File: config.mk
export PLATFORM = sky130hd
export DESIGN_NAME = genesis_pad_scanner
export DESIGN_NICKNAME = d
export VERILOG_FILES = /design/src/rtl/genesis_pad_scanner.sv
export SDC_FILE = /design/constraint.sdc
export NUM_CORES = 1
export LEC_CHECK = 0
export ABC_AREA = 1
export ABC_CLOCK_PERIOD_IN_PS = 6040
export CELL_PAD_IN_SITES_DETAIL_PLACEMENT = 2
export CELL_PAD_IN_SITES_GLOBAL_PLACEMENT = 2
export CORE_MARGIN = 2
export CORE_UTILIZATION = 34
export DETAILED_ROUTE_END_ITERATION = 8
export PLACE_DENSITY_LB_ADDON = 0.1
export SETUP_SLACK_MARGIN = 0.15
export SLEW_MARGIN = 10
export SYNTH_ARGS = -nofsm -noshare
export SYNTH_HDL_FRONTEND = slang
export SYNTH_SLANG_ARGS = --single-unit
File: constraint.sdc
create_clock -name clk -period 6.04 [get_ports clk]
set_input_delay 0.906 -clock clk [delete_from_list [all_inputs] [get_ports clk]]
set_output_delay 0.906 -clock clk [all_outputs]
set_load 0.05 [all_outputs]
File: src/rtl/genesis_pad_scanner.sv
// genesis_pad_scanner: scans Sega-style 3/6-button pads on a shared select line, debounces buttons, makes press and d-pad repeat pulses
module genesis_pad_scanner #(
    parameter int NUM_PADS        = 2,
    parameter int SEL_HALF_CYCLES = 1000,
    parameter int IDLE_CYCLES     = 20000,
    parameter int DEBOUNCE_SCANS  = 3,
    parameter int REPEAT_DELAY    = 30,
    parameter int REPEAT_RATE     = 6
) (
    input  logic                   clk,
    input  logic                   reset,
    input  logic [6*NUM_PADS-1:0]  pad_pins,
    input  logic                   block_controller,
    output logic                   select,
    output logic [12*NUM_PADS-1:0] buttons,
    output logic [12*NUM_PADS-1:0] press_pulse,
    output logic [NUM_PADS-1:0]    pad_present,
    output logic [NUM_PADS-1:0]    six_button,
    output logic                   scan_done
);
    localparam int CMAX = (IDLE_CYCLES > SEL_HALF_CYCLES) ? IDLE_CYCLES : SEL_HALF_CYCLES;
    localparam int CW = $clog2(CMAX + 1);
    localparam int SW = $clog2(DEBOUNCE_SCANS + 1);
    localparam int RW = $clog2(REPEAT_DELAY + REPEAT_RATE + 1);
    localparam logic [CW-1:0] IDLE_LAST = CW'(IDLE_CYCLES - 1);
    localparam logic [CW-1:0] SEL_LAST = CW'(SEL_HALF_CYCLES - 1);
    localparam logic [SW-1:0] DEB_FULL = SW'(DEBOUNCE_SCANS);
    localparam logic [RW-1:0] REP_FIRST = RW'(REPEAT_DELAY);
    localparam logic [RW-1:0] REP_WRAP = RW'(REPEAT_DELAY + REPEAT_RATE - 1);
    // X, Y, Z and mode only exist on a six-button pad
    localparam logic [11:0] EXT_MASK = 12'h01D;

    typedef enum logic [1:0] {IDLE, PHASE, UPDATE} state_t;

    state_t                 state_q;
    state_t                 state_d;
    logic [2:0]             phase_q;
    logic [2:0]             phase_d;
    logic [CW-1:0]          cnt_q;
    logic [CW-1:0]          cnt_d;
    logic                   select_q;
    logic                   select_d;
    logic                   scan_done_q;
    logic                   scan_done_d;
    logic                   phase_end;
    logic                   upd;

    logic [11:0]            raw_q [NUM_PADS];
    logic [11:0]            raw_d [NUM_PADS];
    logic [11:0]            prev_q [NUM_PADS];
    logic [11:0]            prev_d [NUM_PADS];
    logic [SW-1:0]          stable_q [NUM_PADS];
    logic [SW-1:0]          stable_d [NUM_PADS];
    logic [RW-1:0]          rep_q [NUM_PADS];
    logic [RW-1:0]          rep_d [NUM_PADS];
    logic [5:0]             inv [NUM_PADS];
    logic [11:0]            snap [NUM_PADS];
    logic [11:0]            btn_old [NUM_PADS];
    logic [11:0]            btn_new [NUM_PADS];
    logic [NUM_PADS-1:0]    rep_hit;
    logic [NUM_PADS-1:0]    det_present_q;
    logic [NUM_PADS-1:0]    det_present_d;
    logic [NUM_PADS-1:0]    det_six_q;
    logic [NUM_PADS-1:0]    det_six_d;
    logic [NUM_PADS-1:0]    pad_present_q;
    logic [NUM_PADS-1:0]    pad_present_d;
    logic [NUM_PADS-1:0]    six_button_q;
    logic [NUM_PADS-1:0]    six_button_d;
    logic [12*NUM_PADS-1:0] buttons_q;
    logic [12*NUM_PADS-1:0] buttons_d;
    logic [12*NUM_PADS-1:0] pulse_q;
    logic [12*NUM_PADS-1:0] pulse_d;

    // last cycle of a select phase is the only point where pins are sampled
    assign phase_end = (state_q == PHASE) && (cnt_q == SEL_LAST);
    // results are committed on the edge that enters UPDATE so they are visible with scan_done
    assign upd = phase_end && (phase_q == 3'd7);

    // scan sequencer next state; select and scan_done are derived from the next state so they come straight from flops
    always_comb begin
        state_d = state_q;
        phase_d = phase_q;
        cnt_d = cnt_q + 1'b1;
        case (state_q)
            IDLE: begin
                if (cnt_q == IDLE_LAST) begin
                    state_d = PHASE;
                    phase_d = 3'd0;
                    cnt_d = '0;
                end
            end
            PHASE: begin
                if (phase_end) begin
                    cnt_d = '0;
                    state_d = (phase_q == 3'd7) ? UPDATE : PHASE;
                    phase_d = phase_q + 3'd1;
                end
            end
            default: begin
                state_d = IDLE;
                cnt_d = '0;
            end
        endcase
        select_d = (state_d == PHASE) ? ~phase_d[0] : 1'b1;
        scan_done_d = state_d == UPDATE;
    end

    // per-pad sampling, snapshot masking, debounce, edge and auto-repeat pulse generation
    always_comb begin
        det_present_d = det_present_q;
        det_six_d = det_six_q;
        pad_present_d = upd ? det_present_q : pad_present_q;
        six_button_d = upd ? det_six_q : six_button_q;
        buttons_d = buttons_q;
        pulse_d = '0;
        rep_hit = '0;
        for (int p = 0; p < NUM_PADS; p++) begin
            inv[p] = ~pad_pins[6*p +: 6];
            raw_d[p] = raw_q[p];
            prev_d[p] = prev_q[p];
            stable_d[p] = stable_q[p];
            rep_d[p] = rep_q[p];
            snap[p] = det_present_q[p] ? (det_six_q[p] ? raw_q[p] : raw_q[p] & ~EXT_MASK) : 12'h000;
            btn_old[p] = buttons_q[12*p +: 12];
            btn_new[p] = btn_old[p];
            if (phase_end) begin
                if (phase_q == 3'd0) begin
                    raw_d[p][11:8] = inv[p][5:2];
                    raw_d[p][6:5] = inv[p][1:0];
                end
                if (phase_q == 3'd1) begin
                    raw_d[p][7] = inv[p][1];
                    raw_d[p][1] = inv[p][0];
                    det_present_d[p] = &inv[p][3:2];
                end
                if (phase_q == 3'd5) det_six_d[p] = &inv[p][5:2];
                if (phase_q == 3'd6) begin
                    raw_d[p][4:2] = {inv[p][3], inv[p][4], inv[p][5]};
                    raw_d[p][0] = inv[p][2];
                end
            end
            if (upd) begin
                stable_d[p] = (snap[p] != prev_q[p]) ? SW'(1) : ((stable_q[p] == DEB_FULL) ? DEB_FULL : stable_q[p] + 1'b1);
                prev_d[p] = snap[p];
                btn_new[p] = (stable_d[p] == DEB_FULL) ? snap[p] : btn_old[p];
                // the repeat counter wraps from the last slot of a period back to the first-repeat value
                rep_d[p] = (btn_new[p][11:8] != btn_old[p][11:8] || btn_new[p][11:8] == 4'h0) ? '0 :
                           ((rep_q[p] == REP_WRAP) ? REP_FIRST : rep_q[p] + 1'b1);
                rep_hit[p] = (rep_d[p] == REP_FIRST) && (btn_new[p][11:8] != 4'h0);
                buttons_d[12*p +: 12] = btn_new[p];
                pulse_d[12*p +: 12] = block_controller ? 12'h000 :
                                      (btn_new[p] & ~btn_old[p]) | {rep_hit[p] ? btn_new[p][11:8] : 4'h0, 8'h00};
            end
        end
    end

    // scan sequencer state and registered select / scan_done
    always_ff @(posedge clk or posedge reset) begin
        if (reset) begin
            state_q <= IDLE;
            phase_q <= 3'd0;
            cnt_q <= '0;
            select_q <= 1'b1;
            scan_done_q <= 1'b0;
        end else begin
            state_q <= state_d;
            phase_q <= phase_d;
            cnt_q <= cnt_d;
            select_q <= select_d;
            scan_done_q <= scan_done_d;
        end
    end

    // per-pad capture, debounce history, repeat counters and output registers
    always_ff @(posedge clk or posedge reset) begin
        if (reset) begin
            for (int p = 0; p < NUM_PADS; p++) begin
                raw_q[p] <= '0;
                prev_q[p] <= '0;
                stable_q[p] <= '0;
                rep_q[p] <= '0;
            end
            det_present_q <= '0;
            det_six_q <= '0;
            pad_present_q <= '0;
            six_button_q <= '0;
            buttons_q <= '0;
            pulse_q <= '0;
        end else begin
            for (int p = 0; p < NUM_PADS; p++) begin
                raw_q[p] <= raw_d[p];
                prev_q[p] <= prev_d[p];
                stable_q[p] <= stable_d[p];
                rep_q[p] <= rep_d[p];
            end
            det_present_q <= det_present_d;
            det_six_q <= det_six_d;
            pad_present_q <= pad_present_d;
            six_button_q <= six_button_d;
            buttons_q <= buttons_d;
            pulse_q <= pulse_d;
        end
    end

    assign select = select_q;
    assign scan_done = scan_done_q;
    assign buttons = buttons_q;
    assign press_pulse = pulse_q;
    assign pad_present = pad_present_q;
    assign six_button = six_button_q;

endmodule
==> flow_metrics.env, run 1 <==
export IMPL_synth_enable_flop_cells=0
export IMPL_cts_max_level=4
export IMPL_place_gp_congestion=0.822
export IMPL_worstSetupEndpointType="flop"
export IMPL_cap_violations=0
export IMPL_power_frac_seq=0.451
export IMPL_synthToLayoutAreaGrowth_pct=22.5
export IMPL_tritoncts="done"
export IMPL_drtAntennaViolNets=0
export IMPL_clock_latency_ns=0.43
export IMPL_synth_flop_cell="dfrtp_1"
export IMPL_rows=52
export IMPL_port_buffers=68
export IMPL_core_um2=20000
export IMPL_worstPathRequired_ns=6.39
export IMPL_clock_path_buffers=2
export IMPL_switchingPower_uw=443
export IMPL_skew_ns=0.00791
export IMPL_avgRoutedWirePerCell_um=17.8
export IMPL_synth_nets=870
export IMPL_post_route_util=0.421
export IMPL_grt_first_pass_wirelength_mm=35.7
export IMPL_p_leak_uw=0.00400
export IMPL_dieArea_um2=21400
export IMPL_final_common_cell="nand2_1"
export IMPL_async_flop_share=1.00
export IMPL_routed_via_density=5.11
export IMPL_syn_avg_cell_area_um2=8.21
export IMPL_cp_depth=16
export IMPL_hold_violations=0
export IMPL_initial_core_util=0.344
export IMPL_final_layout_size_suffix_gt1_frac=0.0811
export IMPL_synthesis_area_um2=6890
export IMPL_cp_slowest_cell="dfrtp_1"
export IMPL_synth_cells=839
export IMPL_vias=6045
export IMPL_path_class="flop to flop"
export IMPL_dieWidth_um=146
export IMPL_crit_arrival_ns=3.77
export IMPL_ys_ff_latch=142
export IMPL_whs_path_depth=1
export IMPL_maxSlewViolCount=0
export IMPL_yosysSeqAreaShare=0.516
export IMPL_grt_max_degree=101
export IMPL_ctsResizeCount=0
export IMPL_cp_top_family="simple AND/OR/NAND/NOR gates"
export IMPL_grt_pass1_vias=6960
export IMPL_grt_overflow=0
export IMPL_drt_wl_total_mm=21.1
export IMPL_cp_common_cell="nand2_1"
export IMPL_placed_area_um2=7820
export IMPL_status="completed"
export IMPL_ys_warn_count=0
export IMPL_final_cell_mix="nand2_1, dfrtp_1, inv_1"
export IMPL_n_antenna_cell=0
export IMPL_drt_iter0_drc=173
export IMPL_fin_cells=1183
export IMPL_worstPathMaxFanout=21
export IMPL_slowest_delay_ns=0.90
export IMPL_die_h_um=146
export IMPL_holdBufCountCts=0
export IMPL_fillerInstances=2279
export IMPL_synth_area_leaders="dfrtp_1, nand2_1, inv_1"
export IMPL_p_comb_frac=0.017
export IMPL_fin_setup_tns_ns=0
export IMPL_worst_path_buf_inv=0
export IMPL_p_per_area_nw_per_um2=250
export IMPL_tightest_slew_ns=0.948
export IMPL_cts_made_buffers=17
export IMPL_max_freq_mhz=292
export IMPL_placedCellCount=1152
export IMPL_final_area_um2=8440
export IMPL_cts_setup_buffers=0
export IMPL_sw_frac_of_total=0.210
export IMPL_synth_cell_type_count=38
export IMPL_yosysTopAreaCellShare=0.512
export IMPL_irDropWorstVdd_mv=0.148
export IMPL_rsz0062_at_grt="false"
export IMPL_setup_viol_count_final=0
export IMPL_nNetsFinal=932
export IMPL_path_cells="nand2_1 > nand2_1 > nand2_1 > nor2_1 > nand2_1 > nor2_4 > nand3_4 > nand2_1 > nand2_1 > ha_1 > nand2_1 > nor2_1 > nand3_2 > nor2_4 > nand4_1 > a21oi_1"
export IMPL_cts_sinks=142
export IMPL_yosysTopAreaCell="dfrtp_1"
export IMPL_antenna_found_initial=0
export IMPL_drc_errors=0
export IMPL_grt_use_total=0.210
export IMPL_power_clock_fraction=0.532
export IMPL_first_pass_iters=4
export IMPL_hp_class="flop to flop"
export IMPL_clk_pin_slew_ns=0.06
export IMPL_max_slew_margin_rel=0.368
export IMPL_min_period_ns=3.42
export IMPL_ios=69
export IMPL_p_int_uw=1670
export IMPL_reg2reg_depth=16
export IMPL_clock_root_buffer="clkbuf_16"
export IMPL_dp_hpwl_mm=14.9
export IMPL_start_kind="flop"
export IMPL_finalCritPeriodShare=0.566
export IMPL_timing_hold_ws_ns=0.462
[cell usage after synthesis, drive strengths merged (4+ instances only)]
master,n
nand2,241
dfrtp,141
inv,91
nor2,83
o21ai,68
nand3,42
a21oi,36
nand4,25
nor3,23
ha,16
clkbuf,15
buf,14
o211ai,9
xor2,7
clkinv,5
nand3b,4
[worst reg2reg max path: stages, from the launching register on]
cell     delay [ns]
dfrtp_1        0.90
nand2_1        0.28
nand2_1        0.12
nand2_1        0.06
nor2_1         0.11
nand2_1        0.12
nor2_4         0.18
nand3_4        0.14
nand2_1        0.08
nand2_1        0.12
ha_1           0.31
nand2_1        0.05
nor2_1         0.31
nand3_2        0.17
nor2_4         0.15
nand4_1        0.12
a21oi_1        0.14
[cell families (layout without fill, tap and decap cells)]
logic type               Yosys count  count (layout)  share of synthesized area
buffers and inverters            125             199                     0.0712
flip-flops                       142             142                      0.516
XOR/XNOR                          10              10                     0.0127
adder cells (fa/ha/maj)           16              16                     0.0291
AO/OA/AOI/OAI                    121             121                     0.0948
AND/OR/NAND/NOR                  425             425                      0.276
[cell type report]
| class | instances | area [um^2] | area share |
|---|---|---|---|
| sequential | 142 | 3550 | 0.421 |
| multi-input combinational | 572 | 2850 | 0.338 |
| timing repair buffer | 72 | 711 | 0.0842 |
| clock buffer | 20 | 457 | 0.0541 |
| inverter | 96 | 365 | 0.0433 |
| tap | 270 | 338 | 0.0400 |
| clock inverter | 11 | 165 | 0.0196 |
[final timing paths]
kind | from | to | slack [ns]
setup / recovery | det_present_q[0] | press_pulse[8] | 2.62
hold / removal | buttons[3] | press_pulse[3] | 0.46
setup reg to reg | det_present_q[0] | press_pulse[8] | 2.62
hold reg to reg | buttons[3] | press_pulse[3] | 0.46
max in group asynchronous | reset | raw_q[0] | 3.83
min in group asynchronous | reset | press_pulse[0] | 1.06
[state kept, by name (all words and copies together) (netlist names), 2 cells and up]
signal / cells
buttons: 24
cnt_q: 15
det_present_q: 2
det_six_q: 2
pad_present: 2
phase_q: 3
press_pulse: 24
prev_q: 24
raw_q: 24
rep_q: 12
six_button: 2
stable_q: 4
state_q: 2
[routing by layer]
layer	vias to the layer above	wire length (um)	part of all wire	global-route usage
li1	2838	-	-	-
met1	3081	8970	0.43	0.245
met2	89	11200	0.53	0.386
met3	37	474	0.022	0.0416
met4	0	474	0.022	0.0714
met5	-	0	0	0
[stage by stage]
step           total power, uW  setup WS [ns]
2_1_floorplan              985           1.33
3_3_place_gp              1010           2.75
3_5_place_dp              1010           2.62
4_1_cts                   2140           2.57
5_1_grt                   2190           2.19
6_report                  2110           2.62
[power by group through the flow]
stage	sequential [uW]	clock, uW	combinational (uW)
6_report	951	1120	36.4
5_1_grt	951	1200	41.7
4_1_cts	951	1150	38.8
3_5_place_dp	969	0	38.6
3_3_place_gp	969	0	37.6
2_1_floorplan	969	0	15.9
No activity file was read; power rests on OpenSTA's default activity.
==> run 2, diff against run 1 <==
--- a/config.mk
+++ b/config.mk
@@ -6,11 +6,11 @@
 export NUM_CORES = 1
 export LEC_CHECK = 0
 export ABC_AREA = 1
-export ABC_CLOCK_PERIOD_IN_PS = 6040
+export ABC_CLOCK_PERIOD_IN_PS = 2800
 export CELL_PAD_IN_SITES_DETAIL_PLACEMENT = 2
 export CELL_PAD_IN_SITES_GLOBAL_PLACEMENT = 2
 export CORE_MARGIN = 2
-export CORE_UTILIZATION = 34
+export CORE_UTILIZATION = 31
 export DETAILED_ROUTE_END_ITERATION = 8
 export PLACE_DENSITY_LB_ADDON = 0.1
 export SETUP_SLACK_MARGIN = 0.15
==> constraint.sdc (replaced) <==
create_clock -name clk -period 2.8 [get_ports clk]
set_input_delay 0.42 -clock clk [delete_from_list [all_inputs] [get_ports clk]]
set_output_delay 0.42 -clock clk [all_outputs]
set_load 0.05 [all_outputs]
==> run 2 against run 1 <==
Compared with the run above: flip-flop and latch count unchanged; largest power group unchanged; design area is 9.6% higher; utilization up 0.26 points; first-iteration DRC count increased by 6.9%; worst hold slack worse by 0.13 ns; clock skew rose by 0.0024 ns; count of clock-buffer cells in the layout is 2 lower; register-to-register slack worse by 2.5 ns; sequential power rose by 120%; non-clock buffer count increased by 42.
==> flow_metrics.env, run 2 (synthesis gave the netlist of run 1 again) <==
export IMPL_die_h_um=153
export IMPL_start_kind="flop"
export IMPL_crit_arrival_ns=3.06
export IMPL_rsz0062_at_grt="true"
export IMPL_worstSetupEndpointType="flop"
export IMPL_placedCellCount=1173
export IMPL_status="completed"
export IMPL_skew_ns=0.0104
export IMPL_reg2reg_depth=17
export IMPL_ios=69
export IMPL_dieArea_um2=23400
export IMPL_grt_pass1_vias=6852
export IMPL_p_leak_uw=0.00430
export IMPL_cts_sinks=142
export IMPL_worstPathMaxFanout=5
export IMPL_clock_path_buffers=2
export IMPL_holdBufCountCts=0
export IMPL_reg2reg_to="press_pulse[20]"
export IMPL_tightest_slew_ns=0.598
export IMPL_synthToLayoutAreaGrowth_pct=34.3
export IMPL_vias=6156
export IMPL_grt_use_total=0.195
export IMPL_r2r_setup_slack_ns=0.09
export IMPL_fin_setup_tns_ns=0
export IMPL_p_per_area_nw_per_um2=485
export IMPL_fin_cells=1236
export IMPL_routed_via_density=4.98
export IMPL_worstPathRequired_ns=3.14
export IMPL_max_freq_mhz=369
export IMPL_hp_class="primary input to async pin"
export IMPL_antenna_found_initial=0
export IMPL_cp_common_cell="nand2_2"
export IMPL_cts_max_level=4
export IMPL_grt_overflow=0
export IMPL_initial_core_util=0.316
export IMPL_dieWidth_um=153
export IMPL_path_cells="buf_12 > buf_16 > nand3_2 > nand2_2 > nor2_2 > nand2_2 > nor2_4 > nand3_4 > nand2_2 > nand2_2 > ha_1 > nand2_4 > nor2_4 > nand2_2 > nor2_4 > nand4_1 > a21oi_2"
export IMPL_max_slew_margin_rel=0.600
export IMPL_place_gp_congestion=0.796
export IMPL_irDropWorstVdd_mv=0.355
export IMPL_clock_root_buffer="clkbuf_16"
export IMPL_path_class="flop to flop"
export IMPL_grt_first_pass_wirelength_mm=36.6
export IMPL_finalCritPeriodShare=0.968
export IMPL_tritoncts="done"
export IMPL_drt_iter0_drc=185
export IMPL_cp_top_family="simple AND/OR/NAND/NOR gates"
export IMPL_clk_pin_slew_ns=0.06
export IMPL_rows=54
export IMPL_drtAntennaViolNets=0
export IMPL_cp_endpoint="press_pulse[20]"
export IMPL_cts_made_buffers=17
export IMPL_cp_slowest_cell="dfrtp_2"
export IMPL_avgRoutedWirePerCell_um=18.7
export IMPL_reg2reg_from="det_present_q[1]"
export IMPL_placed_area_um2=7960
export IMPL_final_area_um2=9250
export IMPL_startpoint="det_present_q[1]"
export IMPL_n_antenna_cell=0
export IMPL_maxSlewViolCount=0
export IMPL_nNetsFinal=974
export IMPL_post_route_util=0.424
export IMPL_worst_path_buf_inv=2
export IMPL_final_common_cell="nand2_1"
export IMPL_final_cell_mix="nand2_1, dfrtp_1, inv_1"
export IMPL_min_period_ns=2.71
export IMPL_cp_depth=17
export IMPL_core_um2=21800
export IMPL_grt_max_degree=74
export IMPL_port_buffers=68
export IMPL_drc_errors=0
export IMPL_slowest_delay_ns=0.47
export IMPL_setup_viol_count_final=0
export IMPL_drt_wl_total_mm=23.2
export IMPL_hold_violations=0
export IMPL_power_uw=4490
export IMPL_dp_hpwl_mm=14.9
export IMPL_clock_latency_ns=0.43
export IMPL_first_pass_iters=4
export IMPL_cap_violations=0
export IMPL_final_layout_size_suffix_gt1_frac=0.188
## run 2: what timing repair did
action | in CTS | in global routing
buffers inserted | 10 | 17
resized for setup | 19 | 78
pin swaps | 10 | 43
setup endpoints to repair | 16 | 23
cloned | 1 | 3
## run 2: per-layer routing
layer / track usage / vias to the layer above / share of wire
met5: 0 / - / 0
met4: 0.0445 / 0 / 0.014
met3: 0.0272 / 24 / 0.017
met2: 0.359 / 58 / 0.54
met1: 0.243 / 3158 / 0.43
li1: - / 2916 / -
## run 2: worst min path at each step
stage	start	endpoint	slack (ns)	depth (start not counted)
after floorplan	cnt_q[0]	cnt_q[0]	0.42	1
after global placement	cnt_q[0]	cnt_q[0]	0.44	1
after detailed placement	cnt_q[0]	cnt_q[0]	0.47	1
after CTS	reset	press_pulse[5]	0.33	2
after global routing	reset	buttons[4]	0.36	2
final	reset	press_pulse[4]	0.33	2
## run 2: report_power, final
| part | total (uW) | leakage [uW] | switching, uW | internal [uW] |
|---|---|---|---|---|
| clock | 2350 | 0.000278 | 948 | 1400 |
| combinational | 86.2 | 0.00220 | 61.4 | 24.9 |
| sequential | 2050 | 0.00182 | 0 | 2050 |
| total | 4490 | 0.00430 | 1010 | 3480 |
## run 2: area by class of cell
| cell class | count | area, um^2 |
|---|---|---|
| Tap cell | 280 | 350 |
| Sequential cell | 142 | 3560 |
| Timing Repair Buffer | 114 | 1170 |
| Clock buffer | 18 | 429 |
| Fill cell | 2361 | 12600 |
| Inverter | 96 | 367 |
| Multi-Input combinational cell | 572 | 3210 |
| Clock inverter | 14 | 169 |
## run 2: metrics by stage
step	hold WS, ns	setup slack [ns]
after floorplan	0.424	0.361
after global placement	0.442	-0.0127
after detailed placement	0.469	-0.0835
after CTS	0.333	0.122
after global routing	0.362	-0.0976
final	0.334	0.0883
